File: src/rtl/maxnet_iterator.sv
// Iterative MaxNet engine: holds four activations, applies one lateral-inhibition
// step per cycle, and hands the checker's winner (or an error) downstream.
module maxnet_iterator #(
  parameter int W         = 32,
  parameter int EPS_SHIFT = 3,
  parameter int MAX_ITER  = 64
) (
  input  logic         clk,
  input  logic         rst,
  input  logic         in_valid,
  output logic         in_ready,
  input  logic [W-1:0] in_x1,
  input  logic [W-1:0] in_x2,
  input  logic [W-1:0] in_x3,
  input  logic [W-1:0] in_x4,
  output logic [W-1:0] x1,
  output logic [W-1:0] x2,
  output logic [W-1:0] x3,
  output logic [W-1:0] x4,
  output logic         o1,
  output logic         o2,
  output logic         o3,
  output logic         o4,
  input  logic         term_done,
  input  logic [W-1:0] term_out,
  output logic         result_valid,
  input  logic         result_ready,
  output logic [W-1:0] result,
  output logic [1:0]   result_idx,
  output logic [7:0]   iter_count,
  output logic         err_zero,
  output logic         err_timeout
);

  typedef enum logic [1:0] {IDLE, ITER, DONE} state_t;

  localparam logic [7:0] ITER_LIMIT = 8'(MAX_ITER);

  state_t         state_q, state_d;
  logic [W-1:0]   x_q    [4];
  logic [W-1:0]   x_next [4];
  logic [W-1:0]   in_x   [4];
  logic [3:0]     nz;
  logic [1:0]     win_idx;
  logic           all_zero;
  logic           timeout;

  assign in_x = '{in_x1, in_x2, in_x3, in_x4};

  assign x1 = x_q[0];
  assign x2 = x_q[1];
  assign x3 = x_q[2];
  assign x4 = x_q[3];

  always_comb begin
    for (int i = 0; i < 4; i++) nz[i] = |x_q[i];
  end

  assign o1 = nz[0];
  assign o2 = nz[1];
  assign o3 = nz[2];
  assign o4 = nz[3];

  assign all_zero     = ~|nz;
  assign timeout      = (iter_count == ITER_LIMIT);
  assign in_ready     = (state_q == IDLE);
  assign result_valid = (state_q == DONE);

  // Lane of the single nonzero activation; only meaningful when term_done is high.
  always_comb begin
    // NOTE: default first so every path assigns win_idx and no latch is inferred.
    win_idx = 2'd0;
    for (int i = 3; i >= 0; i--) begin
      if (nz[i]) win_idx = 2'(i);
    end
  end

  // Inhibition step: every lane uses the same old values; sums are W+2 bits wide
  // so three full-scale lanes never wrap.
  always_comb begin
    logic [W+1:0] s;
    logic [W+1:0] d;
    for (int i = 0; i < 4; i++) begin
      s = {2'b00, x_q[(i + 1) % 4]} + {2'b00, x_q[(i + 2) % 4]} + {2'b00, x_q[(i + 3) % 4]};
      d = s >> EPS_SHIFT;
      x_next[i] = ({2'b00, x_q[i]} > d) ? (x_q[i] - d[W-1:0]) : '0;
    end
  end

  always_comb begin
    state_d = state_q;
    case (state_q)
      IDLE:    if (in_valid) state_d = ITER;
      ITER:    if (term_done || all_zero || timeout) state_d = DONE;
      DONE:    if (result_ready) state_d = IDLE;
      default: state_d = IDLE;
    endcase
  end

  // NOTE: sequential state uses non-blocking assignments so every register
  // samples pre-edge values regardless of statement order.
  always_ff @(posedge clk or negedge rst) begin
    if (!rst) state_q <= IDLE;
    else      state_q <= state_d;
  end

  always_ff @(posedge clk or negedge rst) begin
    if (!rst) begin
      for (int i = 0; i < 4; i++) x_q[i] <= '0;
      result      <= '0;
      result_idx  <= '0;
      iter_count  <= '0;
      err_zero    <= 1'b0;
      err_timeout <= 1'b0;
    end else begin
      case (state_q)
        IDLE: begin
          if (in_valid) begin
            for (int i = 0; i < 4; i++) x_q[i] <= in_x[i];
            result      <= '0;
            result_idx  <= '0;
            iter_count  <= '0;
            err_zero    <= 1'b0;
            err_timeout <= 1'b0;
          end
        end
        ITER: begin
          if (term_done) begin
            result     <= term_out;
            result_idx <= win_idx;
          end else if (all_zero) begin
            err_zero <= 1'b1;
            result   <= '0;
          end else if (timeout) begin
            err_timeout <= 1'b1;
            result      <= '0;
          end else begin
            for (int i = 0; i < 4; i++) x_q[i] <= x_next[i];
            iter_count <= iter_count + 8'd1;
          end
        end
        default: ;
      endcase
    end
  end

endmodule
File: config.mk
export PLATFORM = sky130hd
export DESIGN_NAME = maxnet_iterator
export DESIGN_NICKNAME = d
export VERILOG_FILES = /design/src/rtl/maxnet_iterator.sv
export SDC_FILE = /design/constraint.sdc
export NUM_CORES = 1
export LEC_CHECK = 0
export CAP_MARGIN = 20
export CORE_MARGIN = 5
export CORE_UTILIZATION = 50
export DETAILED_ROUTE_END_ITERATION = 7
export PLACE_DENSITY = 0.76
export SYNTH_ARGS = -nofsm -noshare
export SYNTH_HDL_FRONTEND = slang
export SYNTH_SLANG_ARGS = --single-unit
export TNS_END_PERCENT = 10
File: constraint.sdc
create_clock -name clk -period 8.6 [get_ports clk]
set_input_delay 1.72 -clock clk [delete_from_list [all_inputs] [get_ports clk]]
set_output_delay 1.72 -clock clk [all_outputs]
set_load 0.005 [all_outputs]
Yosys cells after proc, flatten, opt, wreduce, memory -nomap -nowiden
Cells that the tools add are included.
Widths: inputs -> output; s select.
Word-level totals
  bits in registers: 174
  output and inout bits: 178
  word-level logic and storage cells: 94
Operators by class
  $add $sub $neg: 13
  order comparisons: 4
  equality and inequality tests: 13
  muxes and demuxes: 38
  reduce and logical (&&, ||, !) cells: 16
Operators by type and width (count)
  $mux 128: 4
  $mux 32: 8
  $pmux 128 s2: 1
  $add 33x32->34: 4
  $add 32x32->33: 4
  $gt 32x31->1: 4
  $reduce_or 128->1: 1
  $reduce_or 32->1: 4
  $sub 32x31->32: 4
  $pmux 32 s2: 1
  $mux 8: 4
  $mux 2: 9
  $ne 2x2->1 const B: 8
  $pmux 8 s2: 1
  $reduce_and 5->1: 2
  $reduce_and 3->1: 3
  $add 8x1->8 const B: 1
  $eq 8x7->1 const B: 1
  $mux 1: 6
  $pmux 2 s3: 1
  $ne 4x4->1 const B: 1
  $pmux 1 s2: 2
  $pmux 2 s2: 1
  $reduce_and 4->1: 1
  7 further kinds: 8

Longest topological paths before layout
Gate-level depths: netlist of run 1.
  word-level depth: 8
  mapped depth: 29
  mapped depth without buffers: 27

Worst setup path before layout of run 1
Ideal clock, no wire load.
  path type: flip-flop to flip-flop
  start: reg x_q, in the netlist x1[3]
  end: reg x_q, in the netlist x3[12]
  setup time: 0.126 ns
  data arrival time: 5.517 ns
  required time: 8.474 ns
  path slack: 2.957 ns
  cell stages (with the launch flop): 26
  path buffers: 2
  clock period less this slack: 5.643 ns
  cells stage by stage: dfrtp_1 > fa_1 > ha_1 > and2_1 > a221o_1 > or2_1 > o311ai_1 > o211ai_1 > a41o_1 > a21oi_1 > nor2b_1 > o21a_1 > nor2_1 > xor2_1 > ha_1 > and3_1 > and2_0 > a21oi_1 > o31ai_1 > a2111oi_0 > o21ai_0 > or3b_1 > buf_2 > buf_2 > nor3_1 > a221o_1
Between the ends
  cells in the longest elaborated chain, start to end: 8
Ends and longest elaborated chain
  start: declaration: line 40  | logic [W-1:0] x_q [4];
  $add 32x32->33: line 84  | s = {2'b00, x_q[(i + 1) % 4]} + {2'b00, x_q[(i + 2) % 4]} + {2'b00, x_q[(i + 3) % 4]};
  $add 33x32->34: line 84
  $sub 32x31->32 / $gt 32x31->1 (equally long branches): line 86  | x_next[i] = ({2'b00, x_q[i]} > d) ? (x_q[i] - d[W-1:0]) : '0;
  $mux 32: line 86
  $mux 128: line 134  | end else if (timeout) begin
  $mux 128: line 131  | end else if (all_zero) begin
  $mux 128: line 128  | if (term_done) begin
  $pmux 128 s2: line 116  | case (state_q)
Parallel ways exist; a longest one is shown, timed or not. The select of a mux whose other input is x is not followed.
A chain may end at the register's enable or synchronous reset.

Worst setup path in the final report of run 1
  start: reg x_q, in the netlist x2[4]
  end: reg x_q, in the netlist x3[30]
Between the ends
  cells in the longest elaborated chain, start to end: 7
Ends and longest elaborated chain (line)
  $add 33x32->34: 84
  $sub 32x31->32 / $gt 32x31->1 (equally long branches): 86
  $mux 32: 86
  $mux 128: 134
  $mux 128: 131
  $mux 128: 128
  $pmux 128 s2: 116
Parallel ways exist; a longest one is shown, timed or not. The select of a mux whose other input is x is not followed.

==> impl_metrics.env, run 1 <==
export IMPL_finalClockSkew_ns=0.01345
export IMPL_synth_edf_count=0
export IMPL_drv_slew=0
export IMPL_synthAdderAreaFrac_pct=27.04
export IMPL_ys_seq_area_share_pct=20.74
export IMPL_die_w_um=214.9
export IMPL_syn_mean_instance_area_um2=9.101
export IMPL_synthDistinctLibCells=85
export IMPL_dr_pass1_iters=6
export IMPL_clkLatencyLatePin_ns=0.48
export IMPL_postRouteAntennaNets=0
export IMPL_synth_xor_area_share_pct=8.885
export IMPL_cp_required_ns=8.94
export IMPL_worst_slew_pin_slew_ns=1.042
export IMPL_cp_cell_sequence="fa_1 > ha_1 > and2_1 > a221o_1 > or2_1 > o311ai_1 > o211ai_1 > a41o_1 > a21oi_1 > nor2b_1 > o21a_1 > nor2_1 > xor2_1 > ha_1 > and3_1 > and2_0 > a21oi_1 > o31ai_1 > a2111oi_0 > o21ai_0 > or3b_1 > or2_2 > o21ai_0"
export IMPL_period_needed_ns=6.951
export IMPL_cts_hold_buf=0
export IMPL_grt_pass1_wl_um=120500
export IMPL_synth_compound_area_share_pct=25.78
export IMPL_ys_ff_latch=174
export IMPL_finalCritPeriodShare_pct=80.82
export IMPL_clkTransAtPathRegs_ns=0.07
export IMPL_synth_top_area_share_pct=20.74
export IMPL_hp_class="reg2reg"
export IMPL_slowest_delay_ns=0.68
export IMPL_syn_inst=2307
export IMPL_pin_count=343
export IMPL_post_place_ws_ns=1.761
export IMPL_fill_cells=3659
export IMPL_path_max_fanout=19
export IMPL_yosys_area_share_simple_pct=14.74
export IMPL_grt_max_degree=164
export IMPL_path_class="reg2reg"
export IMPL_startpoint_type="flip-flop"
export IMPL_rsz0062_at_grt="no"
export IMPL_clockBufferDepth=2
export IMPL_cp_slowest_cell="or3b_1"
export IMPL_syn_to_final_growth_pct=21.57
export IMPL_synth_top_family_by_area="adder cells"
export IMPL_tritoncts="yes"
export IMPL_hpwl_um=62400
export IMPL_gr_usage_met1_pct=43.20
export IMPL_wl_per_cell_um=25.08
export IMPL_num_rows=75
export IMPL_drc=0
export IMPL_n_antenna_cell=0
export IMPL_crit_family="compound AO/OA/AOI/OAI gates"
export IMPL_setup_ws_ns=1.649
export IMPL_timing_fmax_mhz=143.9
export IMPL_hold_viol=0
export IMPL_start_util_pct=50.28
export IMPL_die_area_um2=46190
export IMPL_muxShareOfSynthArea_pct=0.1013
export IMPL_cts_root_buf="clkbuf_16"
export IMPL_worstPathArrival_ns=7.29
export IMPL_cts_made_buffers=17
export IMPL_synthArstFlopShare_pct=100.0
export IMPL_nets=3144
export IMPL_gr_usage_met3_pct=5.615
export IMPL_post_cts_buffers=0
export IMPL_vias_per_cell=6.402
export IMPL_dr_first_iter_drc_count=1764
export IMPL_drt_wl_total_um=79110
export IMPL_regArea_um2=4354
export IMPL_dpl_instance_area_um2=24920
export IMPL_crit_buf_inv=0
export IMPL_synth_area_leaders="dfrtp_1 21%, ha_1 15%, fa_1 12%, xor2_1 4.5%, xnor2_1 4.3%"
export IMPL_cts_resized_gates=0
export IMPL_syn_num_nets=2849
export IMPL_multi_input_area_um2=16100
export IMPL_grt_usage_pct=33.44
export IMPL_status="complete, no violations"
export IMPL_drv_cap=0
export IMPL_met2_usage_pct=54.71
export IMPL_fp_coreArea_um2=41760
export IMPL_drive_gt1_share_pct=3.824
export IMPL_yosysTopAreaCell="dfrtp_1"
export IMPL_grt_pass1_vias=20248
export IMPL_port_buffers=342
export IMPL_h_tree_depth=4
export IMPL_relSlewSlack_pct=30.55
export IMPL_final_util_pct=61.12
export IMPL_end_kind="flip-flop"
export IMPL_busiest_layer="met2"
export IMPL_gp_congestion=0.9883
export IMPL_ys_warn_count=0
export IMPL_syn_cell_area_um2=21000
export IMPL_synth_ff_type="dfrtp_1"
export IMPL_dr_total_vias=20191
export IMPL_cts_sinks=174
export IMPL_grt_antenna_before_repair=0
export IMPL_die_h_um=214.9
export IMPL_grt_overflow=0
export IMPL_final_area_um2=25520
export IMPL_setup_viol=0
export IMPL_setup_tns_ns=0
==> layout make-up <==
cell class	instances	area share [%]
Tap cell	539	2.642
Sequential cell	174	17.06
Inverter	72	1.059
Clock inverter	11	0.5049
Multi-Input combinational cell	1983	63.06
Clock buffer	21	1.765
Timing Repair Buffer	354	13.91
==> per-layer routing <==
metal	up-vias	routed length, um	part of all wire, %
met5	-	0	0
met4	0	4153	5.2
met3	198	5118	6.5
met2	859	36880	47
met1	9929	32960	42
li1	9205	-	-
==> worst register-to-register path: stages, from the launching register on <==
cell and delay, ns:
dfrtp_1 0.59, fa_1 0.51, ha_1 0.33, and2_1 0.17
a221o_1 0.33, or2_1 0.28, o311ai_1 0.38, o211ai_1 0.21
a41o_1 0.31, a21oi_1 0.23, nor2b_1 0.10, o21a_1 0.19
nor2_1 0.11, xor2_1 0.16, ha_1 0.30, and3_1 0.23
and2_0 0.25, a21oi_1 0.18, o31ai_1 0.09, a2111oi_0 0.48
o21ai_0 0.13, or3b_1 0.68, or2_2 0.45, o21ai_0 0.16
==> flip-flops by register name (all words and copies together) (netlist names), 2 cells and up <==
register    cells
result         32
x1             32
x2             32
x3             32
x4             32
iter_count      8
result_idx      2
state_q         2
==> cells by family after synthesis <==
group,after synthesis
AO/OA/AOI/OAI,788
AND/OR/NAND/NOR,603
flip-flops,174
multiplexers,2
XOR/XNOR,213
buffers and inverters,150
adder cells (fa/ha/maj),377
==> Yosys cell counts (32+ instances only) <==
cell type	instances
ha_1	249
dfrtp_1	174
a21oi_1	167
o21ai_0	154
nor2_1	142
fa_1	128
a21o_1	110
nand2_1	110
xor2_1	109
xnor2_1	104
inv_1	72
clkbuf_1	71
a22oi_1	68
nor3_1	56
a221o_1	46
nor2b_1	44
nand4_1	39
nor4_1	39
nand3_1	37
a22o_1	34
o21a_1	32
==> worst paths after layout <==
| check | start | end | slack, ns | depth (start not counted) |
|---|---|---|---|---|
| max | x2[4] | x3[30] | 1.65 | 23 |
| min | result[27] | result[27] | 0.51 | 1 |
| max reg2reg | x2[4] | x3[30] | 1.65 | 23 |
| min reg2reg | result[27] | result[27] | 0.51 | 1 |
| max in group asynchronous | rst | x3[23] | 6.02 | 2 |
| min in group asynchronous | rst | result[20] | 1.17 | 1 |
==> cell usage in the layout (no fill, tap or decap), drive strengths merged, types with 44 or more instances in the layout <==
master,n
o21ai,164
fa,128
a21oi,168
xor2,109
a22oi,69
nand2,110
nor3,56
a21o,112
ha,249
clkdlybuf4s50,341
dfrtp,174
inv,76
a221o,47
nor2,143
nor2b,44
xnor2,104
==> through the flow <==
stage,std cells,hold WS (ns)
2_1_floorplan,2307,0.4628
3_3_place_gp,3119,0.4577
3_5_place_dp,3121,0.4668
4_1_cts,3153,0.5046
5_1_grt,3154,0.5287
6_report,3154,0.5052
Power of run 1 is left out: the tool's default activity adds up to more than one toggle a clock period on the data nets, which glitch-free logic cannot reach.
==> inputs of run 2 (changes only) <==
- PLACE_DENSITY: 0.76 -> 0.79
- clock period: 8.6 -> 6.3 ns (I/O delays scaled with it)
==> run 2 against run 1 <==
Against the previous run: register-to-register slack got worse by 1.5 ns; sequential share of layout area fell by 0.67 points; via count grew 4.3%; worst hold slack worse by 0.021 ns.
==> impl_metrics.env, run 2 (same netlist as run 1, synthesis figures left out) <==
export IMPL_die_area_um2=46190
export IMPL_post_place_ws_ns=-0.1932
export IMPL_r2r_start="x1[4]"
export IMPL_port_buffers=342
export IMPL_grt_max_degree=164
export IMPL_syn_to_final_growth_pct=26.88
export IMPL_worstHoldStart="result_idx[1]"
export IMPL_dr_first_iter_drc_count=2046
export IMPL_clkLatencyLatePin_ns=0.48
export IMPL_vias_per_cell=6.426
export IMPL_h_tree_depth=4
export IMPL_cts_root_buf="clkbuf_16"
export IMPL_path_class="reg2reg"
export IMPL_finalCritPeriodShare_pct=96.88
export IMPL_path_max_fanout=6
export IMPL_final_common_cell="clkdlybuf4s50_1"
export IMPL_setup_ws_ns=0.1965
export IMPL_gr_usage_met3_pct=6.037
export IMPL_setup_viol=0
export IMPL_layoutNonFillerInstCount=3278
export IMPL_grt_antenna_before_repair=3
export IMPL_finalClockSkew_ns=0.01647
export IMPL_crit_buf_inv=0
export IMPL_drt_wl_total_um=84650
export IMPL_clockBufferDepth=2
export IMPL_period_needed_ns=6.103
export IMPL_drv_cap=0
export IMPL_relSlewSlack_pct=24.98
export IMPL_fp_coreArea_um2=41760
export IMPL_cp_slowest_cell="fa_1"
export IMPL_drive_gt1_share_pct=9.466
export IMPL_drv_slew=0
export IMPL_startpoint_type="flip-flop"
export IMPL_rsz0062_at_grt="yes"
export IMPL_slowest_delay_ns=0.50
export IMPL_nets=3265
export IMPL_crit_family="compound AO/OA/AOI/OAI gates"
export IMPL_cp_cell_sequence="fa_1 > ha_1 > and2_1 > a221o_1 > or2_1 > o311ai_4 > o211ai_1 > or2_2 > and2_1 > o21a_1 > or2_2 > ha_1 > nand2_2 > nor2_1 > a211oi_1 > o21ai_0 > and3b_1 > o21ai_0 > a31oi_1 > a41o_1 > nor4_1 > a21oi_1 > o2bb2ai_1"
export IMPL_grt_usage_pct=35.45
export IMPL_worst_slew_pin_slew_ns=1.125
export IMPL_timing_fmax_mhz=163.8
export IMPL_busiest_layer="met2"
export IMPL_end_kind="flip-flop"
export IMPL_gp_congestion=0.9658
export IMPL_worstPathArrival_ns=6.51
export IMPL_start_util_pct=50.28
export IMPL_fill_cells=3546
export IMPL_hp_class="reg2reg"
export IMPL_dr_total_vias=21063
export IMPL_wl_per_cell_um=25.82
export IMPL_hpwl_um=67890
export IMPL_hold_viol=0
export IMPL_drc=0
export IMPL_dr_pass1_iters=6
export IMPL_dp_cells=3239
export IMPL_gr_usage_met1_pct=43.92
export IMPL_cts_made_buffers=17
export IMPL_cp_startpoint="x1[4]"
export IMPL_clkTransAtPathRegs_ns=0.08
export IMPL_grt_pass1_wl_um=127000
export IMPL_grt_overflow=0
export IMPL_met2_usage_pct=60.90
export IMPL_cts_sinks=174
export IMPL_postRouteAntennaNets=0
export IMPL_grt_pass1_vias=21010
export IMPL_cp_required_ns=6.71
export IMPL_tritoncts="yes"
export IMPL_status="complete, no violations"
export IMPL_die_h_um=214.9
export IMPL_final_cell_mix="341 x clkdlybuf4s50_1, 248 x ha_1, 164 x dfrtp_1, 160 x a21oi_1, 148 x o21ai_0"
export IMPL_final_util_pct=63.79
export IMPL_setup_tns_ns=0
export IMPL_num_rows=75
export IMPL_die_w_um=214.9
export IMPL_pin_count=343
## run 2: cell count changes in the layout (fill, tap and decap cells not counted), sizes merged
| cell | previous run | this run |
|---|---|---|
| buf | 13 | 134 |
| clkinv | 3 | 4 |
| diode | 0 | 3 |
| bufinv | 2 | 1 |
| clkbuf | 21 | 19 |
| inv | 76 | 78 |
## run 2: tightest hold or removal path, stage by stage (launching register included)
cell,delay [ns]
dfrtp_1,0.35
nand2_1,0.06
nand2_1,0.05
## run 2: cell type report
cell class	count	area [um^2]	share of cell area, %
clock inverter	13	128.9	0.4838
antenna	3	7.507	0.02818
clock buffer	19	442.9	1.663
inverter	72	270.3	1.015
multi-input combinational	1983	16260	61.03
timing repair buffer	475	4492	16.86
sequential	174	4367	16.39
tap	539	674.4	2.532
## run 2: what timing repair did
action / 4_1_cts / 5_1_grt
hold buffers: 0 / 0
buffers inserted: 0 / 3
gates resized for setup: 6 / 45
pin swaps: 0 / 8
setup endpoints to repair: 31 / 95
hold endpoints to repair: 0 / 0
## run 2: per-layer routing
| layer | up-vias | wire length (um) |
|---|---|---|
| met5 | - | 7 |
| li1 | 9483 | - |
| met4 | 2 | 4395 |
| met3 | 225 | 6187 |
| met2 | 1053 | 41010 |
| met1 | 10300 | 33060 |
## run 2: worst paths after layout
kind / to / slack [ns] / cells after the start
max: x3[31] / 0.20 / 23
min reg2reg: result_idx[1] / 0.48 / 2
min in group asynchronous: x3[3] / 0.78 / 1
max in group asynchronous: x3[30] / 4.47 / 2
min: result_idx[1] / 0.48 / 2
max reg2reg: x3[31] / 0.20 / 23
## run 2: through the flow
stage,cell area (um^2),hold slack [ns]
floorplan,21000,0.4628
finish,26640,0.4838
detailed placement,25830,0.4659
global placement,25820,0.4566
CTS,26430,0.4825
global route,26640,0.5006
Power of run 2 is left out for the same reason.
